`src/rtl/muldiv_pkg.sv`:
```
// Shared op encodings and FSM state type for the multi-cycle multiply/divide unit.
package muldiv_pkg;

  localparam logic [1:0] OP_MUL   = 2'b00;
  localparam logic [1:0] OP_MULHU = 2'b01;
  localparam logic [1:0] OP_DIVU  = 2'b10;
  localparam logic [1:0] OP_REMU  = 2'b11;

  typedef enum logic [1:0] {
    IDLE = 2'b00,
    CALC = 2'b01,
    DONE = 2'b10
  } state_t;

  function automatic logic is_div(input logic [1:0] op);
    return (op == OP_DIVU) || (op == OP_REMU);
  endfunction

endpackage

```
`src/rtl/adder_sub.sv`:
```
// Combinational add/subtract (operation_i = 1 subtracts); latency 0, no flow control.
module adder_sub #(
  parameter int WORDSIZE = 8
) (
  input  logic [WORDSIZE-1:0] a_i,
  input  logic [WORDSIZE-1:0] b_i,
  input  logic                operation_i,
  output logic [WORDSIZE-1:0] result_o,
  output logic                overflow_o
);

  logic [WORDSIZE-1:0] b_eff;

  assign b_eff      = operation_i ? ~b_i : b_i;
  assign result_o   = a_i + b_eff + {{(WORDSIZE-1){1'b0}}, operation_i};
  assign overflow_o = (a_i[WORDSIZE-1] == b_eff[WORDSIZE-1]) &&
                      (result_o[WORDSIZE-1] != a_i[WORDSIZE-1]);

endmodule

```
`src/rtl/muldiv_sequencer.sv`:
```
// Unsigned MUL/MULHU/DIVU/REMU, one shared adder step per cycle; result after WORDSIZE+1 cycles, held until out_ready.
// MULDIV_EARLY_OUT_EN: zero divisor or zero multiplicand skips straight to DONE (latency 1).
module muldiv_sequencer
  import muldiv_pkg::*;
#(
  parameter int WORDSIZE = 64
) (
  input  logic                clk,
  input  logic                rst_n,
  input  logic                in_valid,
  output logic                in_ready,
  input  logic [1:0]          op,
  input  logic [WORDSIZE-1:0] operand_a,
  input  logic [WORDSIZE-1:0] operand_b,
  output logic                out_valid,
  input  logic                out_ready,
  output logic [WORDSIZE-1:0] result,
  output logic                busy
);

  localparam int CW = $clog2(WORDSIZE) + 1;
  localparam int AW = WORDSIZE + 2;

  state_t              state_q, state_d;
  logic [1:0]          op_q, op_d;
  logic [WORDSIZE-1:0] hi_q, hi_d, lo_q, lo_d, opb_q, opb_d;
  logic [CW-1:0]       cnt_q, cnt_d;

  logic [AW-1:0]       add_a, add_b, add_res;
  logic                add_sub;
  logic                adder_ovf_unused;
  logic [WORDSIZE:0]   div_s;
  logic                accept;
`ifdef MULDIV_EARLY_OUT_EN
  logic                early;
`endif

  // hi/lo double as remainder/quotient during a divide
  assign div_s   = {hi_q, lo_q[WORDSIZE-1]};
  assign add_sub = is_div(op_q);

  always_comb begin
    add_a = '0;
    add_b = '0;
    if (add_sub) begin
      add_a = {1'b0, div_s};
      add_b = {2'b00, opb_q};
    end else begin
      add_a = {2'b00, hi_q};
      add_b = lo_q[0] ? {2'b00, opb_q} : '0;
    end
  end

  adder_sub #(.WORDSIZE(AW)) u_adder_sub (
    .a_i         (add_a),
    .b_i         (add_b),
    .operation_i (add_sub),
    .result_o    (add_res),
    .overflow_o  (adder_ovf_unused)
  );

  assign in_ready  = (state_q == IDLE);
  assign busy      = (state_q != IDLE);
  assign out_valid = (state_q == DONE);
  assign accept    = in_valid && in_ready;
  assign result    = op_q[0] ? hi_q : lo_q;  // MULHU/REMU take hi, MUL/DIVU take lo

`ifdef MULDIV_EARLY_OUT_EN
  assign early = (operand_b == '0) ||
                 (((op == OP_MUL) || (op == OP_MULHU)) && (operand_a == '0));
`endif

  always_comb begin
    state_d = state_q;
    op_d    = op_q;
    hi_d    = hi_q;
    lo_d    = lo_q;
    opb_d   = opb_q;
    cnt_d   = cnt_q;
    case (state_q)
      IDLE: begin
        if (accept) begin
          op_d    = op;
          opb_d   = operand_b;
          cnt_d   = '0;
          hi_d    = '0;
          lo_d    = operand_a;
          state_d = CALC;
`ifdef MULDIV_EARLY_OUT_EN
          if (early) begin
            state_d = DONE;
            if (is_div(op)) begin
              lo_d = '1;
              hi_d = operand_a;
            end else begin
              lo_d = '0;
            end
          end
`endif
        end
      end
      CALC: begin
        if (add_sub) begin
          if (!add_res[AW-1]) begin
            hi_d = add_res[WORDSIZE-1:0];
            lo_d = {lo_q[WORDSIZE-2:0], 1'b1};
          end else begin
            hi_d = div_s[WORDSIZE-1:0];
            lo_d = {lo_q[WORDSIZE-2:0], 1'b0};
          end
        end else begin
          hi_d = add_res[WORDSIZE:1];
          lo_d = {add_res[0], lo_q[WORDSIZE-1:1]};
        end
        if (cnt_q == CW'(WORDSIZE - 1)) begin
          state_d = DONE;
        end else begin
          cnt_d = cnt_q + 1'b1;
        end
      end
      DONE: begin
        if (out_ready) begin
          state_d = IDLE;
        end
      end
      default: state_d = IDLE;
    endcase
  end

  always_ff @(posedge clk or negedge rst_n) begin
    if (!rst_n) begin
      state_q <= IDLE;
      op_q    <= OP_MUL;
      hi_q    <= '0;
      lo_q    <= '0;
      opb_q   <= '0;
      cnt_q   <= '0;
    end else begin
      state_q <= state_d;
      op_q    <= op_d;
      hi_q    <= hi_d;
      lo_q    <= lo_d;
      opb_q   <= opb_d;
      cnt_q   <= cnt_d;
    end
  end

endmodule
```
`config.mk`:
```
export PLATFORM = sky130hd
export DESIGN_NAME = muldiv_sequencer
export DESIGN_NICKNAME = d
export VERILOG_FILES = /design/src/rtl/muldiv_pkg.sv /design/src/rtl/adder_sub.sv /design/src/rtl/muldiv_sequencer.sv
export SDC_FILE = /design/constraint.sdc
export NUM_CORES = 1
export LEC_CHECK = 0
export ABC_CLOCK_PERIOD_IN_PS = 6100
export CAP_MARGIN = 10
export CORE_ASPECT_RATIO = 0.8
export CORE_MARGIN = 5
export CORE_UTILIZATION = 50
export CTS_CLUSTER_SIZE = 16
export DETAILED_ROUTE_END_ITERATION = 10
export PLACE_DENSITY_LB_ADDON = 0.08
export SKIP_LAST_GASP = 1
export SLEW_MARGIN = 30
export SYNTH_ARGS = -nofsm -noshare
export SYNTH_HDL_FRONTEND = slang
export SYNTH_HIERARCHICAL = 1
export SYNTH_SLANG_ARGS = --single-unit
```
`constraint.sdc`:
```
create_clock -name clk -period 6.1 [get_ports clk]
set_input_delay 0.915 -clock clk [delete_from_list [all_inputs] [get_ports clk]]
set_output_delay 0.915 -clock clk [all_outputs]
set_load 0.05 [all_outputs]
```
==> impl_metrics.toml, run 1 <==
[cts]
cts_num_sinks = 203
cts_inserted_buffers = 25
cts_tree = "built"
ctsRootBufferMaster = "sky130_fd_sc_hd__clkbuf_16"
cts_max_level = 1
post_cts.repair.setup_buffers = 0
cts.hold.buffers_added = 0
cts.path.max_buffers = 3
insertion_delay_ns = 0.54
clk_transition_reported_paths_ns = 0.07
postCtsResizedCells = 0

[global_routing]
antenna_violations_before_repair = 1
gr-usage-met2 = 0.389
grt_remaining_overflow = 0
grt_util_all_layers = 0.259
grt_use_met1 = 0.396
pin_count_of_the_biggest_net_entering_global_routing = 106
m3_gr_usage = 0.0405
highest_utilization_routing_layer_at_the_global_route_stage = "met1"
grt_pass1_vias = 14700
grt_first_pass_wirelength_mm = 81.2

[worst_setup_path]
cp_num_buf_inv = 2
worst_path_max_delay_cell = "sky130_fd_sc_hd__dfrtp_4"
slowest_delay_ns = 0.71
setup.worst_path.end_class = "flip-flop"
startpoint_type = "flip-flop"
crit_family = "simple AND/OR/NAND/NOR gates"
cp_max_fo = 52
worst_ep_required_time_ns = 6.49
arrival_time_at_the_worst_endpoint_ns = 5.88
timing_worst_setup_path_type = "reg2reg"
cp_cell_sequence = "nor2_4, buf_4, nor2b_1, xor2_1, ha_1, nand4_1, or3_1, or3_1, o2111ai_1, nand2_1, o31a_1, o31a_1, xnor2_2, buf_12, mux2i_1, nand2_1, o21ai_0, o21ai_0"

[placed_design]
place.port_buffers = 200
post_dp_cell_area_um2 = 19100
gp_congestion = 0.891
dp.final_hpwl_mm = 37.0

[die]
num_io_pins = 201
initial_core_utilization = 0.505
design.die.area_um2 = 37700
core_region_area_um2 = 33600
rows = 60
chip_height_um = 175
die_x_um = 216

[timing]
fin_hold_viols = 0
finClkSkew_ns = 0.0220
finalSetupViolCount = 0
final_period_minus_worst_setup_slack_ns = 5.49
timing_worst_slew_pin_value_ns = 1.04
fmaxAchievable_ghz = 0.182
rsz0062_at_grt = "false"
worst_slew_margin_rel = 0.304
slew_viol_final = 0
fin_setup_tns_ns = 0
hold_slack_ns = 0.429
final_min_period_over_clock_period = 0.900

[synth]
synth_area_per_cell_um2 = 8.45
post_synth_instance_area_um2 = 16900
yosys_warnings = 6
syn_inst = 2006

[final_layout]
mostFrequentLayoutCell = "sky130_fd_sc_hd__nand2_1"
multiInputGateArea_um2 = 10900
areaGrowthSynthToFinish_pct = 17.3
stdcell_area_um2 = 19900
nNetsFinal = 2315
most-common-layout-cells = "sky130_fd_sc_hd__nand2_1 (248), sky130_fd_sc_hd__o21ai_0 (245), sky130_fd_sc_hd__dfrtp_1 (199), sky130_fd_sc_hd__clkdlybuf4s50_1 (198), sky130_fd_sc_hd__mux2i_1 (128)"
seq_area_um2 = 5090
nFillCells = 3046
drive_above_1_share = 0.0818

[detailed_routing]
detailedRoute.firstPassIterationCount = 5
wl_per_cell_um = 19.7
drt_wl_total_mm = 50.4
count_of_antenna_violating_nets_left_after_detailed_routing = 0
drt_drc_violations_left = 0
routed_via_density = 5.92
drt_iter0_markers = 1222
vias = 15200

[run_status]
run_status = "finished clean"

[job]
max_cap_violations = 0

[worst_hold_path]
worst_hold_path_type = "in2async"
[routing by layer]
metal  share of wire  vias to the layer above
met3           0.057                       61
met5               0                        -
met1            0.49                     7303
met4           0.018                        0
li1                -                     7370
met2            0.43                      451
[layout make-up]
cell class	instances	share of cell area
inverters	90	0.0170
clock inverters	3	0.00220
repair buffers	228	0.115
diodes	1	0.000126
well taps	434	0.0273
clock buffers	37	0.0357
multi-input cells	1567	0.547
flip-flops and latches	203	0.256
[state kept, by name (all words and copies together), names as in the netlist]
| signal | count |
|---|---|
| hi_q | 64 |
| lo_q | 64 |
| opb_q | 64 |
| cnt_q | 7 |
| op_q | 2 |
| state_q | 2 |
[final timing paths]
check	startpoint	end	slack [ns]	depth (start not counted)
worst max register to register	op_q[1]	hi_q[23]	0.61	18
worst min register to register	cnt_q[6]	state_q[1]	0.47	1
max in group asynchronous	rst_n	opb_q[33]	4.58	2
worst min-delay path	rst_n	lo_q[20]	0.43	1
worst max-delay path	op_q[1]	hi_q[23]	0.61	18
min in group clk	cnt_q[6]	state_q[1]	0.47	1
[through the flow]
step            util  cells  worst slack, ns
2_1_floorplan      -   2009             1.13
3_3_place_gp   0.569   2521            0.742
3_5_place_dp   0.569   2521            0.624
4_1_cts        0.592   2561            0.601
5_1_grt        0.593   2562            0.199
6_report       0.593   2563            0.611
Power of run 1 is left out: the tool's default activity adds up to more than one toggle a clock period on the data nets, which glitch-free logic cannot reach.
==> run 2, diff against run 1 <==
CTS_CLUSTER_SIZE = not set   (was 16)
SLEW_MARGIN = 20   (was 30)
==> impl_metrics.toml, run 2 (synthesized netlist as in run 1, its figures left out) <==
[run_status]
run_status = "finished clean"

[global_routing]
antenna_violations_before_repair = 1
pin_count_of_the_biggest_net_entering_global_routing = 106
grt_remaining_overflow = 0
grt_util_all_layers = 0.259
grt_pass1_vias = 14700
grt_first_pass_wirelength_mm = 81.3

[die]
die_x_um = 216
chip_height_um = 175
initial_core_utilization = 0.505
rows = 60
num_io_pins = 201
design.die.area_um2 = 37700
core_region_area_um2 = 33600

[timing]
final_min_period_over_clock_period = 0.901
fmaxAchievable_ghz = 0.182
slew_viol_final = 0
fin_setup_tns_ns = 0
final_period_minus_worst_setup_slack_ns = 5.50
timing_worst_slew_pin_value_ns = 1.06
finalSetupViolCount = 0
rsz0062_at_grt = "false"
worst_slew_margin_rel = 0.293
setup_ws_ns = 0.601
fin_hold_viols = 0
finClkSkew_ns = 0.0214

[detailed_routing]
count_of_antenna_violating_nets_left_after_detailed_routing = 0
detailedRoute.firstPassIterationCount = 5
drt_wl_total_mm = 50.4
wl_per_cell_um = 19.7
drt_drc_violations_left = 0
routed_via_density = 5.93
drt_iter0_markers = 1173
vias = 15200

[placed_design]
place.port_buffers = 200
place_worst_setup_slack_ns = 0.624
gp_congestion = 0.891
dp.final_hpwl_mm = 37.0

[final_layout]
most-common-layout-cells = "sky130_fd_sc_hd__nand2_1 (248), sky130_fd_sc_hd__o21ai_0 (245), sky130_fd_sc_hd__dfrtp_1 (199), sky130_fd_sc_hd__clkdlybuf4s50_1 (198), sky130_fd_sc_hd__mux2i_1 (128)"
post-route-util = 0.592
nNetsFinal = 2314
areaGrowthSynthToFinish_pct = 17.2
biggestRegsByFlops = "hi_q: 64 flops, lo_q: 64 flops, opb_q: 64 flops"
mostFrequentLayoutCell = "sky130_fd_sc_hd__nand2_1"
drive_above_1_share = 0.0813

[cts]
cts_max_level = 1
postCtsResizedCells = 0
cts_tree = "built"
cts.hold.buffers_added = 0
clk_transition_reported_paths_ns = 0.07
cts_num_sinks = 203
post_cts.repair.setup_buffers = 0
ctsRootBufferMaster = "sky130_fd_sc_hd__clkbuf_16"
cts_inserted_buffers = 25
cts.path.max_buffers = 3
insertion_delay_ns = 0.54

[worst_hold_path]
worst_hold_path_type = "in2async"

[worst_setup_path]
r2r_path_start = "op_q[1]"
arrival_time_at_the_worst_endpoint_ns = 5.89
startpoint_type = "flip-flop"
worst_setup_path_startpoint = "op_q[1]"
cp_cell_sequence = "nor2_4, buf_4, nor2b_1, xor2_1, ha_1, nand4_1, or3_1, or3_1, o2111ai_1, nand2_1, o31a_1, o31a_1, xnor2_2, buf_12, mux2i_1, nand2_1, o21ai_0, o21ai_0"
cp_max_fo = 52
worst_ep_required_time_ns = 6.49
setup.worst_path.end_class = "flip-flop"
worst_path_max_delay_cell = "sky130_fd_sc_hd__dfrtp_4"
slowest_delay_ns = 0.71
timing_worst_setup_path_type = "reg2reg"

[job]
max_cap_violations = 0
[run 2: cell types whose count changed in the layout (fill, tap and decap cells not counted), sizes merged]
| cell | change |
|---|---|
| buf | -1 |
[run 2: final timing paths]
check | cells after the start | endpoint | slack (ns)
setup / recovery | 18 | hi_q[23] | 0.60
hold / removal | 1 | lo_q[20] | 0.44
setup reg to reg | 18 | hi_q[23] | 0.60
hold reg to reg | 1 | state_q[1] | 0.47
max in group asynchronous | 2 | opb_q[32] | 4.56
min in group clk | 1 | state_q[1] | 0.47
[run 2: layer usage]
metal	global-route usage	vias to the layer above	share of wire
li1	-	7368	-
met1	0.396	7318	0.49
met2	0.388	449	0.43
met3	0.0426	47	0.058
met4	0.0517	0	0.018
met5	0	-	0
[run 2: metrics by stage]
| step | instances | hold WS [ns] | cell area, um^2 |
|---|---|---|---|
| floorplan | 2009 | 0.439 | 17000 |
| global placement | 2521 | 0.455 | 19100 |
| detailed placement | 2521 | 0.457 | 19100 |
| CTS | 2561 | 0.473 | 19900 |
| global route | 2561 | 0.488 | 19900 |
| finish | 2562 | 0.444 | 19900 |
[run 2: area by class of cell]
cell class	instances	area (um^2)
diodes	1	2.50
clock buffers	37	711
clock inverters	3	43.8
fillers	3045	13700
inverters	90	338
multi-input cells	1567	10900
flip-flops and latches	203	5090
well taps	434	543
repair buffers	227	2270
[run 2: worst max-delay path: cells and delay by family (launching register included)]
family / cells / cell delay (ns)
multiplexers: 1 / 0.25
adder cells (fa/ha/maj): 1 / 0.48
AND/OR/NAND/NOR: 7 / 1.72
flip-flops: 1 / 0.71
XOR/XNOR: 2 / 0.44
buffers and inverters: 2 / 0.67
AO/OA/AOI/OAI: 5 / 1.01
Power of run 2 is left out for the same reason.
